<file path="src/rtl/fir_pkg.sv">
// fir_pkg: shared types and helpers for the fir_mac_engine block.
//   state_t      - controller states IDLE, MAC, DRAIN, OUT
//   clog2_min1() - clog2-derived field width, never narrower than 1 bit
//   sat_to_width() - clamps a wide signed value into the signed range of out_w bits
package fir_pkg;

    typedef enum logic [1:0] {
        IDLE  = 2'd0,
        MAC   = 2'd1,
        DRAIN = 2'd2,
        OUT   = 2'd3
    } state_t;

    // Working width for saturation; accumulators must stay narrower than this.
    localparam int unsigned SAT_MAX_W = 128;

    function automatic int unsigned clog2_min1(input int unsigned n);
        return (n < 2) ? 1 : $clog2(n);
    endfunction

    function automatic logic signed [SAT_MAX_W-1:0] sat_to_width(
        input logic signed [SAT_MAX_W-1:0] v,
        input int unsigned                 out_w
    );
        logic signed [SAT_MAX_W-1:0] hi;
        logic signed [SAT_MAX_W-1:0] lo;
        hi = (SAT_MAX_W'(1) << (out_w - 1)) - SAT_MAX_W'(1);
        lo = ~hi;
        if (v > hi)      return hi;
        else if (v < lo) return lo;
        else             return v;
    endfunction

endpackage

</file>
<file path="src/rtl/fir_history_buf.sv">
// fir_history_buf: per-channel circular sample history for the FIR engine.
//   clk, rst_n        - clock, asynchronous active-low reset
//   clear             - synchronous: write pointers and fill counts return to 0
//   wr_en/wr_chan/wr_data - append a sample to a channel's history
//   rd_chan/rd_k      - channel and tap index k to read
//   rd_data           - x[newest-k] of that channel, or 0 when k >= fill count
// Sample memory itself is never cleared; the fill count masks stale entries.
module fir_history_buf
    import fir_pkg::*;
#(
    parameter int unsigned IN_W     = 16,
    parameter int unsigned TAPS     = 64,
    parameter int unsigned CHANNELS = 2
) (
    input  logic                                 clk,
    input  logic                                 rst_n,
    input  logic                                 clear,
    input  logic                                 wr_en,
    input  logic [clog2_min1(CHANNELS)-1:0]      wr_chan,
    input  logic signed [IN_W-1:0]               wr_data,
    input  logic [clog2_min1(CHANNELS)-1:0]      rd_chan,
    input  logic [clog2_min1(TAPS)-1:0]          rd_k,
    output logic signed [IN_W-1:0]               rd_data
);

    localparam int unsigned TAP_W  = clog2_min1(TAPS);
    localparam int unsigned FILL_W = clog2_min1(TAPS + 1);
    localparam logic [TAP_W:0] TAPS_X = (TAP_W + 1)'(TAPS);

    logic signed [IN_W-1:0] mem [CHANNELS][TAPS];
    logic [TAP_W-1:0]       wp_q   [CHANNELS];
    logic [FILL_W-1:0]      fill_q [CHANNELS];

    logic [TAP_W-1:0] wp_r;
    logic [TAP_W-1:0] newest;
    logic [TAP_W:0]   n_ext;
    logic [TAP_W:0]   k_ext;
    logic [TAP_W:0]   idx_ext;

    always_ff @(posedge clk or negedge rst_n) begin
        if (!rst_n) begin
            for (int unsigned c = 0; c < CHANNELS; c++) begin
                wp_q[c]   <= '0;
                fill_q[c] <= '0;
            end
        end else if (clear) begin
            for (int unsigned c = 0; c < CHANNELS; c++) begin
                wp_q[c]   <= '0;
                fill_q[c] <= '0;
            end
        end else if (wr_en) begin
            wp_q[wr_chan] <= (wp_q[wr_chan] == TAP_W'(TAPS - 1)) ? '0
                                                                : wp_q[wr_chan] + TAP_W'(1);
            if (fill_q[wr_chan] != FILL_W'(TAPS))
                fill_q[wr_chan] <= fill_q[wr_chan] + FILL_W'(1);
        end
    end

    always_ff @(posedge clk) begin
        if (wr_en && !clear)
            mem[wr_chan][wp_q[wr_chan]] <= wr_data;
    end

    // Newest sample sits one slot behind the write pointer; walk backwards by k.
    always_comb begin
        wp_r    = wp_q[rd_chan];
        newest  = (wp_r == '0) ? TAP_W'(TAPS - 1) : wp_r - TAP_W'(1);
        n_ext   = {1'b0, newest};
        k_ext   = {1'b0, rd_k};
        idx_ext = (n_ext >= k_ext) ? n_ext - k_ext : n_ext + TAPS_X - k_ext;
        rd_data = (FILL_W'(rd_k) < fill_q[rd_chan]) ? mem[rd_chan][idx_ext[TAP_W-1:0]] : '0;
    end

endmodule

</file>
<file path="src/rtl/fir_mac_engine.sv">
// fir_mac_engine: multi-channel time-multiplexed FIR (one multiplier, one accumulator).
//   clk, rst_n          - clock, asynchronous active-low reset
//   clear               - synchronous abort; empties all channel histories
//   in_valid/in_ready/in_data/in_chan    - sample input handshake
//   out_valid/out_ready/out_data/out_chan - result output handshake
//   coef_we/coef_addr/coef_data          - coefficient write, honoured only when idle
//   busy                - high whenever the controller is not IDLE
// Build option: FIR_SAT_EN saturates out_data to OUT_W bits; otherwise it wraps.
module fir_mac_engine
    import fir_pkg::*;
#(
    parameter int unsigned IN_W     = 16,
    parameter int unsigned COEF_W   = 16,
    parameter int unsigned ACC_W    = 38,
    parameter int unsigned OUT_W    = 38,
    parameter int unsigned TAPS     = 64,
    parameter int unsigned CHANNELS = 2
) (
    input  logic                             clk,
    input  logic                             rst_n,
    input  logic                             clear,
    input  logic                             in_valid,
    output logic                             in_ready,
    input  logic signed [IN_W-1:0]           in_data,
    input  logic [clog2_min1(CHANNELS)-1:0]  in_chan,
    output logic                             out_valid,
    input  logic                             out_ready,
    output logic signed [OUT_W-1:0]          out_data,
    output logic [clog2_min1(CHANNELS)-1:0]  out_chan,
    input  logic                             coef_we,
    input  logic [clog2_min1(TAPS)-1:0]      coef_addr,
    input  logic signed [COEF_W-1:0]         coef_data,
    output logic                             busy
);

    localparam int unsigned CH_W  = clog2_min1(CHANNELS);
    localparam int unsigned TAP_W = clog2_min1(TAPS);
    localparam int unsigned PW    = IN_W + COEF_W;
    localparam logic [CH_W:0]  CHAN_LIM = (CH_W + 1)'(CHANNELS);
    localparam logic [TAP_W:0] TAP_LIM  = (TAP_W + 1)'(TAPS);

    state_t state_q, state_nxt;

    logic signed [COEF_W-1:0] coef_q [TAPS];
    logic [TAP_W-1:0]         k_q;
    logic [CH_W-1:0]          chan_q;
    logic signed [ACC_W-1:0]  acc_q;
    logic signed [PW-1:0]     prod_q;
    logic                     prod_v_q;
    logic signed [OUT_W-1:0]  out_data_q;
    logic [CH_W-1:0]          out_chan_q;

    logic                     accept_ok;
    logic signed [IN_W-1:0]   rd_sample;
    logic signed [PW-1:0]     a_ext, b_ext, mul;
    logic signed [ACC_W-1:0]  acc_sum;
    logic signed [OUT_W-1:0]  out_next;

    assign in_ready  = (state_q == IDLE) && !clear;
    assign busy      = (state_q != IDLE);
    assign out_valid = (state_q == OUT);
    assign out_data  = out_data_q;
    assign out_chan  = out_chan_q;
    // Out-of-range channels complete the handshake but never start a MAC pass.
    assign accept_ok = in_valid && in_ready && ({1'b0, in_chan} < CHAN_LIM);

    fir_history_buf #(
        .IN_W     (IN_W),
        .TAPS     (TAPS),
        .CHANNELS (CHANNELS)
    ) u_hist (
        .clk     (clk),
        .rst_n   (rst_n),
        .clear   (clear),
        .wr_en   (accept_ok),
        .wr_chan (in_chan),
        .wr_data (in_data),
        .rd_chan (chan_q),
        .rd_k    (k_q),
        .rd_data (rd_sample)
    );

    always_comb begin
        a_ext   = PW'(rd_sample);
        b_ext   = PW'(coef_q[k_q]);
        mul     = a_ext * b_ext;
        acc_sum = acc_q + (prod_v_q ? ACC_W'(prod_q) : '0);
`ifdef FIR_SAT_EN
        out_next = OUT_W'(sat_to_width(SAT_MAX_W'(acc_sum), OUT_W));
`else
        out_next = OUT_W'(acc_sum);
`endif
    end

    always_ff @(posedge clk or negedge rst_n) begin
        if (!rst_n) state_q <= IDLE;
        else        state_q <= state_nxt;
    end

    always_comb begin
        state_nxt = state_q;
        case (state_q)
            IDLE:    if (accept_ok) state_nxt = MAC;
            MAC:     if (k_q == TAP_W'(TAPS - 1)) state_nxt = DRAIN;
            DRAIN:   state_nxt = OUT;
            OUT:     if (out_ready) state_nxt = IDLE;
            default: state_nxt = IDLE;
        endcase
        if (clear) state_nxt = IDLE;
    end

    always_ff @(posedge clk or negedge rst_n) begin
        if (!rst_n) begin
            for (int unsigned i = 0; i < TAPS; i++) coef_q[i] <= '0;
            k_q        <= '0;
            chan_q     <= '0;
            acc_q      <= '0;
            prod_q     <= '0;
            prod_v_q   <= 1'b0;
            out_data_q <= '0;
            out_chan_q <= '0;
        end else begin
            if (coef_we && (state_q == IDLE) && ({1'b0, coef_addr} < TAP_LIM))
                coef_q[coef_addr] <= coef_data;
            case (state_q)
                IDLE: begin
                    if (accept_ok) begin
                        chan_q   <= in_chan;
                        k_q      <= '0;
                        acc_q    <= '0;
                        prod_v_q <= 1'b0;
                    end
                end
                // Product of tap k is registered here and summed one cycle later.
                MAC: begin
                    prod_q   <= mul;
                    prod_v_q <= 1'b1;
                    acc_q    <= acc_sum;
                    k_q      <= k_q + TAP_W'(1);
                end
                DRAIN: begin
                    acc_q <= acc_sum;
                    if (!clear) begin
                        out_data_q <= out_next;
                        out_chan_q <= chan_q;
                    end
                end
                default: ;
            endcase
        end
    end

endmodule

</file>
<file path="config.mk">
export PLATFORM = sky130hd
export DESIGN_NAME = fir_mac_engine
export DESIGN_NICKNAME = d
export VERILOG_FILES = /design/src/rtl/fir_pkg.sv /design/src/rtl/fir_history_buf.sv /design/src/rtl/fir_mac_engine.sv
export SDC_FILE = /design/constraint.sdc
export NUM_CORES = 2
export LEC_CHECK = 0
export ABC_CLOCK_PERIOD_IN_PS = 11000
export CORE_MARGIN = 2
export CORE_UTILIZATION = 45
export CTS_BUF_LIST = sky130_fd_sc_hd__clkbuf_8
export CTS_CLUSTER_DIAMETER = 60
export DETAILED_ROUTE_END_ITERATION = 16
export MAX_ROUTING_LAYER = met4
export PLACE_DENSITY = 0.63
export RECOVER_POWER = 50
export SLEW_MARGIN = 40
export SYNTH_ARGS = -nofsm -noshare
export SYNTH_HDL_FRONTEND = slang
export SYNTH_HIERARCHICAL = 1
export SYNTH_SLANG_ARGS = --single-unit
</file>
<file path="constraint.sdc">
create_clock -name clk -period 11 [get_ports clk]
set_input_delay 2.2 -clock clk [delete_from_list [all_inputs] [get_ports clk]]
set_output_delay 2.2 -clock clk [all_outputs]
set_load 0.01 [all_outputs]
</file>
### After elaboration in Yosys (flattened, before gate mapping)

Memory sizes are Yosys's and may differ from the RTL's.
Cells that the tools add are included.

| operators by class | value |
|---|---|
| divide/modulo/power cells | 0 |
| shift-type cells | 0 |
| reduce and logical (&&, ||, !) cells | 22 |
| bitwise operators | 7 |
| $add $sub $neg | 8 |
| muxes and demuxes | 52 |
| order comparisons | 11 |
| equal/unequal tests | 10 |
| $mul | 1 |

Operator list:

| kind | number |
|---|---|
| $bwmux W1024 | 1 |
| $mux W1024 | 1 |
| $bmux W16 S6 | 2 |
| $demux W16 S6 | 2 |
| $mux W16 | 7 |
| $mux W38 | 2 |
| $pmux W38 S2 | 1 |
| $mux W6 | 11 |
| $mux W7 | 7 |
| $mux W14 | 3 |
| $add A38 B38 Y38 | 1 |
| $mul A16 B16 Y32 | 1 |
| $ge A7 B7 Y1 const B | 4 |
| $not A6 Y7 | 4 |
| $mux W12 | 2 |
| $add A6 B1 Y6 const B | 3 |
| $bwmux W14 | 1 |
| $lt A7 B1 Y1 const B | 2 |
| $bwmux W12 | 1 |
| $eq A6 B6 Y1 const B | 2 |
| $pmux W6 S2 | 1 |
| $sub A6 B6 Y6 | 2 |
| $reduce_and A2 Y1 | 5 |
| $reduce_bool A2 Y1 | 5 |
| other kinds (26) | 40 |

| word-level totals | value |
|---|---|
| input bits | 45 |
| bits in read-only memories | 0 |
| word-level logic and storage cells | 188 |
| register bits after elaboration | 1,169 |
| memories | 1 |
| latch bits | 0 |
| output and inout bits | 42 |
| RAM bits | 2,048 |

Memories:

| name | depth | width | rd ports | clocked after memory_dff | wr ports | RTL line | text |
|---|---|---|---|---|---|---|---|
| u_hist.mem | 2 | 1,024 | 1 | 0 | 1 | fir_history_buf.sv:30 | `logic signed [IN_W-1:0] mem [CHANNELS][TAPS];` |

### Depth between registers and ports, before layout

| logic depth | value |
|---|---|
| depth in word-level cells | 15 |
| gate-level depth with buffers | 47 |
| mapped depth without buffers | 39 |

### Modules after synthesis

The synthesis kept the hierarchy.

Modules (own cells, without submodules):

| module | sequential area each (µm²) | area each (µm²) | cells each | times used |
|---|---|---|---|---|
| fir_history_buf | 62,149.6 | 85,299.3 | 6,008 | 1 |
| fir_mac_engine | 28,602.4 | 63,642.3 | 5,018 | 1 |

### Worst setup path after synthesis

No wires, ideal clock.

| timing path | value |
|---|---|
| path type | reg-to-reg |
| start | reg k_q[0] |
| end | reg prod_q[29] |
| setup time | 0.125 ns |
| data required time | 10.875 ns |
| period minus slack after synthesis | 10.883 ns |
| slack | 0.117 ns |
| arrival time | 10.758 ns |
| stages on the path, launching flop included | 39 |
| path buffers | 11 |
| cells stage by stage | dfrtp_1 > buf_2 > clkbuf_1 > clkbuf_1 > clkbuf_1 > clkbuf_1 > clkbuf_1 > nand2_1 > fa_1 > clkbuf_1 > clkbuf_1 > buf_2 > buf_1 > mux2i_1 > a221oi_1 > a211oi_1 > o311a_1 > a211oi_1 > [3 not listed] > inv_1 > fa_1 > fa_1 > fa_1 > fa_1 > inv_1 > fa_1 > inv_1 > ha_1 > a21oi_1 > o21bai_1 > a21o_1 > a21o_1 > a21o_1 > nor3_1 > a21oi_1 > xor2_1 > mux2_2 |

| on the way | value |
|---|---|
| cells in the longest elaborated chain, start to end | 8 |
| elaborated cells on any way between the ends | 15 |
| those cells by class | 2 x add/sub; 1 x mul; 2 x order compare; 8 x mux; 2 x bitwise |

RTL lines:

| item | RTL line | text |
|---|---|---|
| from (decl) | fir_mac_engine.sv:45 | `logic [TAP_W-1:0] k_q;` |
| from (signal assigned) | fir_mac_engine.sv:139 | `k_q <= k_q + TAP_W'(1);` |
| $sub A6 B6 Y6 or $ge A6 B6 Y1 (tied branches) | fir_history_buf.sv:70 | `idx_ext = (n_ext >= k_ext) ? n_ext - k_ext : n_ext + TAPS_X - k_ext;` |
| $mux W6 | fir_history_buf.sv:70 |  |
| $not A6 Y7 (not written as such) | fir_history_buf.sv:71 | `rd_data = (FILL_W'(rd_k) < fill_q[rd_chan]) ? mem[rd_chan][idx_ext[TAP_W-1:0]] : '0;` |
| $bmux W16 S6 | fir_history_buf.sv:71 |  |
| $mux W16 (not written as such) (2 in series) | fir_history_buf.sv:71 |  |
| $mux W16 * | fir_history_buf.sv:71 |  |
| via rd_sample[15] | fir_mac_engine.sv:54 | `logic signed [IN_W-1:0] rd_sample;` |
| $mul A16 B16 Y32 * | fir_mac_engine.sv:86 | `mul = a_ext * b_ext;` |
| to (signal assigned) | fir_mac_engine.sv:136 | `prod_q <= mul;` |
| to (decl) | fir_mac_engine.sv:48 | `logic signed [PW-1:0] prod_q;` |

Mark *: on every way through the listed nets, which the timed path passes. The rest lies on a longest branch. The select of a mux whose other input is x is not followed.
A chain may end at the register's enable or synchronous reset.

### Final worst setup path

| timing path | value |
|---|---|
| start | reg chan_q |
| end | reg prod_q[20] |

| on the way | value |
|---|---|
| cells in the longest elaborated chain, start to end | 15 |
| elaborated cells on any way between the ends | 23 |
| those cells by class | 4 x add/sub; 1 x mul; 2 x order compare; 12 x mux; 2 x bitwise; 1 x reduce/logical; 1 x memory |

RTL lines:

| item | RTL line | text |
|---|---|---|
| from (decl) | fir_mac_engine.sv:46 | `logic [CH_W-1:0] chan_q;` |
| from (signal assigned) | fir_mac_engine.sv:128 | `chan_q <= in_chan;` |
| $not A1 Y2 (not written as such) | fir_history_buf.sv:66, fir_history_buf.sv:71 |  |
| $mux W6 (not written as such) (3 in series) | fir_history_buf.sv:66 | `wp_r = wp_q[rd_chan];` |
| $sub A6 B1 Y6 or $logic_not A6 Y1 (tied branches) | fir_history_buf.sv:67 | `newest = (wp_r == '0) ? TAP_W'(TAPS - 1) : wp_r - TAP_W'(1);` |
| $mux W6 | fir_history_buf.sv:67 |  |
| $add A6 B1 Y6 | fir_history_buf.sv:70 |  |
| $sub A6 B6 Y6 | fir_history_buf.sv:70 |  |
| $mux W6 | fir_history_buf.sv:70 |  |
| $not A6 Y7 (not written as such) | fir_history_buf.sv:71 |  |
| $bmux W16 S6 | fir_history_buf.sv:71 |  |
| $mux W16 (not written as such) (2 in series) | fir_history_buf.sv:71 |  |
| $mux W16 * | fir_history_buf.sv:71 |  |
| via rd_sample[0] | fir_mac_engine.sv:54 |  |
| $mul A16 B16 Y32 * | fir_mac_engine.sv:86 |  |

Marks and branches as above.

==> qor.txt <==
Slowest library cell on the worst path - fa_4
CP Buf/Inv Count - 12
Worst Hold Class - flop to flop
Remaining Overflow, GRT - 0
Initial Util - 45.1%
Placer Congestion - 0.972
Final worst slack - 0.280 ns
Final Setup Violations - 0
Core Rows - 211
CTS tree - built
Syn Inst Count - 11026
Filler cells - 27847
DP Cell Count - 15387
Share of cells above drive strength 1 - 24.0%
CTS Buffer Depth - 4
CP Max Fanout - 24
CTS buffer count - 549
Slew headroom - -334%
Number of H-tree levels - 6
Crit-path max cell delay - 0.90 ns
Wirelength per Cell - 27.8 um
Via Count - 99658
Power density cells - 281 mW/mm^2
Via-to-Cell Ratio - 6.08
First-pass GRT wire length - 668 mm
Nets - 12036
Final Max Slew Viols - 2963
Max Cap Viol - 45
Period utilisation layout - 97.5%
Crit Path Category - flop to flop
Die height - 579 um
Overall Global Routing Usage - 27.5%
Synth area leaders - edfxtp_1 (41%), dfrtp_1 (20%), mux2_2 (8.5%)
Outcome - complete, but fails checks
Initial antenna violation count - 22
Synth Net Count - 11474
Failing checks - max-capacitance violations, max-slew violations
First-pass DRT Iterations - 6
Post-synth top flop - edfxtp_1
Post-synth cell types - 99
Largest net degree at the start of global routing - 148
Clock slew at reported path FFs - 0.06 ns
Layout Cells excl Fill - 16381
Maximum VDD drop - 0.220 mV
Worst setup SP type - flop
Post-synthesis area per instance - 13.5 um^2
Multi-input logic area - 0.0541 mm^2
Setup crit end kind - flop
Top Family by Delay on Critical Path - adder cells
Top Ports - 87
Crit path time final - 10.72 ns
Clock skew - 0.122 ns
Final core occ - 51.2%
Final hold violation count - 0
WL final - 455 mm
Mapped Area - 0.149 mm^2
Clock sinks - 3217
Final HPWL DP - 290 mm
Least-Margin Pin Slew - 6.51 ns
Die Wd - 579 um
Sum of negative setup slack - 0 ns
Die area - 0.336 mm^2
CP Data Arrival Time - 11.77 ns
Port Buf Inserts - 86
Yosys top cell by area - edfxtp_1
Synth-to-Final Area Change - 13.4%
Vias in the first global route - 99735
#FFs+latches synth - 3217
CORE AREA - 0.330 mm^2
Total power draw - 47.4 mW
Yosys warns - 6
Seq/Total Area, Yosys - 60.9%
FMAX - 93.3 MHz
Detailed-route DRC error count - 0
Worst skew pair latency - 1.18 ns
R2R setup slack - 0.28 ns
Cts hold-fix bufs - 0
Ys async rst share - 36.3%
Antenna Nets Post-Route - 0
Cell mode on critical path - buf_4
Reg area - 0.0908 mm^2
CP required - 12.05 ns
Static leakage - 67.2 nW
EDFF count, synth - 2048
Pre-CTS setup slack - -0.290 ns
Initial DRC count - 11339
Synth top area share - 41.3%
Root buffer cell - clkbuf_8
worst paths after layout:
path | from | endpoint | depth (start not counted)
hold / removal | out_data[18] | out_data[18] | 2
max in group asynchronous | rst_n | coef_q[585] | 4
hold reg to reg | out_data[18] | out_data[18] | 2
setup / recovery | chan_q | prod_q[20] | 39
setup reg to reg | chan_q | prod_q[20] | 39
min in group asynchronous | rst_n | coef_q[821] | 1
cells in the mapped netlist, types with 36 or more instances:
cell / instances
fa_1: 264
mux2_2: 1123
nand4_1: 65
dfrtp_1: 1169
a31oi_1: 177
nand3_1: 252
ha_1: 139
o221ai_1: 128
buf_6: 43
nor4_1: 83
buf_2: 132
or3_1: 41
mux4_2: 145
and2_1: 178
xor2_1: 36
o31ai_1: 52
nand2_1: 1089
a32oi_1: 63
buf_1: 63
nor2_1: 440
o21ai_0: 292
a211oi_1: 289
edfxtp_1: 2048
o22ai_1: 158
a21oi_1: 242
clkbuf_1: 541
mux2i_1: 459
and3_1: 208
inv_1: 333
nor3_1: 122
xnor2_1: 51
cell families after synthesis:
group | after synthesis | synth area share [%]
buffers and inverters | 1146 | 3.29
AOI/OAI and AO/OA | 1827 | 8.46
and+or+nand+nor | 2599 | 8.14
muxes | 1745 | 13.9
adders and majority gates | 403 | 4.72
xor gates and xnor gates | 89 | 0.545
DFF | 3217 | 60.9
cell type report:
| class | instances | share of cell area, % |
|---|---|---|
| multi-input combinational | 6663 | 32.0 |
| sequential | 3217 | 53.7 |
| clock buffer | 584 | 4.76 |
| timing repair buffer | 819 | 4.15 |
| inverter | 338 | 0.751 |
| tap | 4366 | 3.23 |
| antenna | 16 | 0.0237 |
| clock inverter | 378 | 1.33 |
layer usage:
metal	track usage, %	up-vias	routed length [um]
met5	-	-	0
met4	9.41	0	17000
met3	5.86	903	44700
met2	40.5	4844	202000
met1	37.7	51391	191000
li1	-	42520	-
power breakdown:
group	leakage (nW)	switching (mW)	total, mW	internal (mW)
combinational	27.2	14.2	22.8	8.67
clock	5.85	5.03	10.3	5.24
sequential	34.2	0.466	14.3	13.8
sequential cells by signal, indices dropped and copies added (netlist names):
name	flops
u_hist/wp_q	12
u_hist/fill_q	14
u_hist/mem	2048
k_q	6
state_q	2
chan_q	1
out_data	38
coef_q	1024
out_chan	1
acc_q	38
prod_v_q	1
prod_q	32
worst reg2reg max path: cells and delay by family (launching register included):
family,cells,cell delay (ns)
fa+ha+maj,9,3.92
simple gates,4,0.65
xor+xnor,1,0.08
flops,1,0.47
compound gates,11,3.24
mux,2,0.38
buf+inv,12,1.88
repair_timing:
| item | 4_1_cts | 5_1_grt |
|---|---|---|
| endpoints found under the setup margin | 11 | 15 |
| resized for setup | 6 | 49 |
| setup buffers | 0 | 11 |
| pin swaps | 0 | 10 |
cells in the final DEF (no fill, tap or decap), drive strengths merged, types with 123 or more instances in the layout:
| cell | instances |
|---|---|
| and2 | 179 |
| o221ai | 129 |
| a211oi | 289 |
| nand3 | 253 |
| mux2i | 459 |
| nand2 | 1090 |
| nor3 | 123 |
| inv | 539 |
| edfxtp | 2048 |
| o21ai | 325 |
| ha | 139 |
| and3 | 208 |
| a21oi | 243 |
| mux2 | 1141 |
| dfrtp | 1169 |
| clkinv | 145 |
| a31oi | 177 |
| clkbuf | 639 |
| buf | 712 |
| fa | 264 |
| mux4 | 145 |
| nor2 | 442 |
| o22ai | 158 |
metrics by stage:
step / instance area [um^2] / hold WS [ns]
2_1_floorplan: 149000 / 0.455
3_3_place_gp: 158000 / 0.464
3_5_place_dp: 158000 / 0.471
4_1_cts: 169000 / 0.483
5_1_grt: 169000 / 0.495
6_report: 169000 / 0.477
Note: power is estimated with default switching activity, not from simulation.
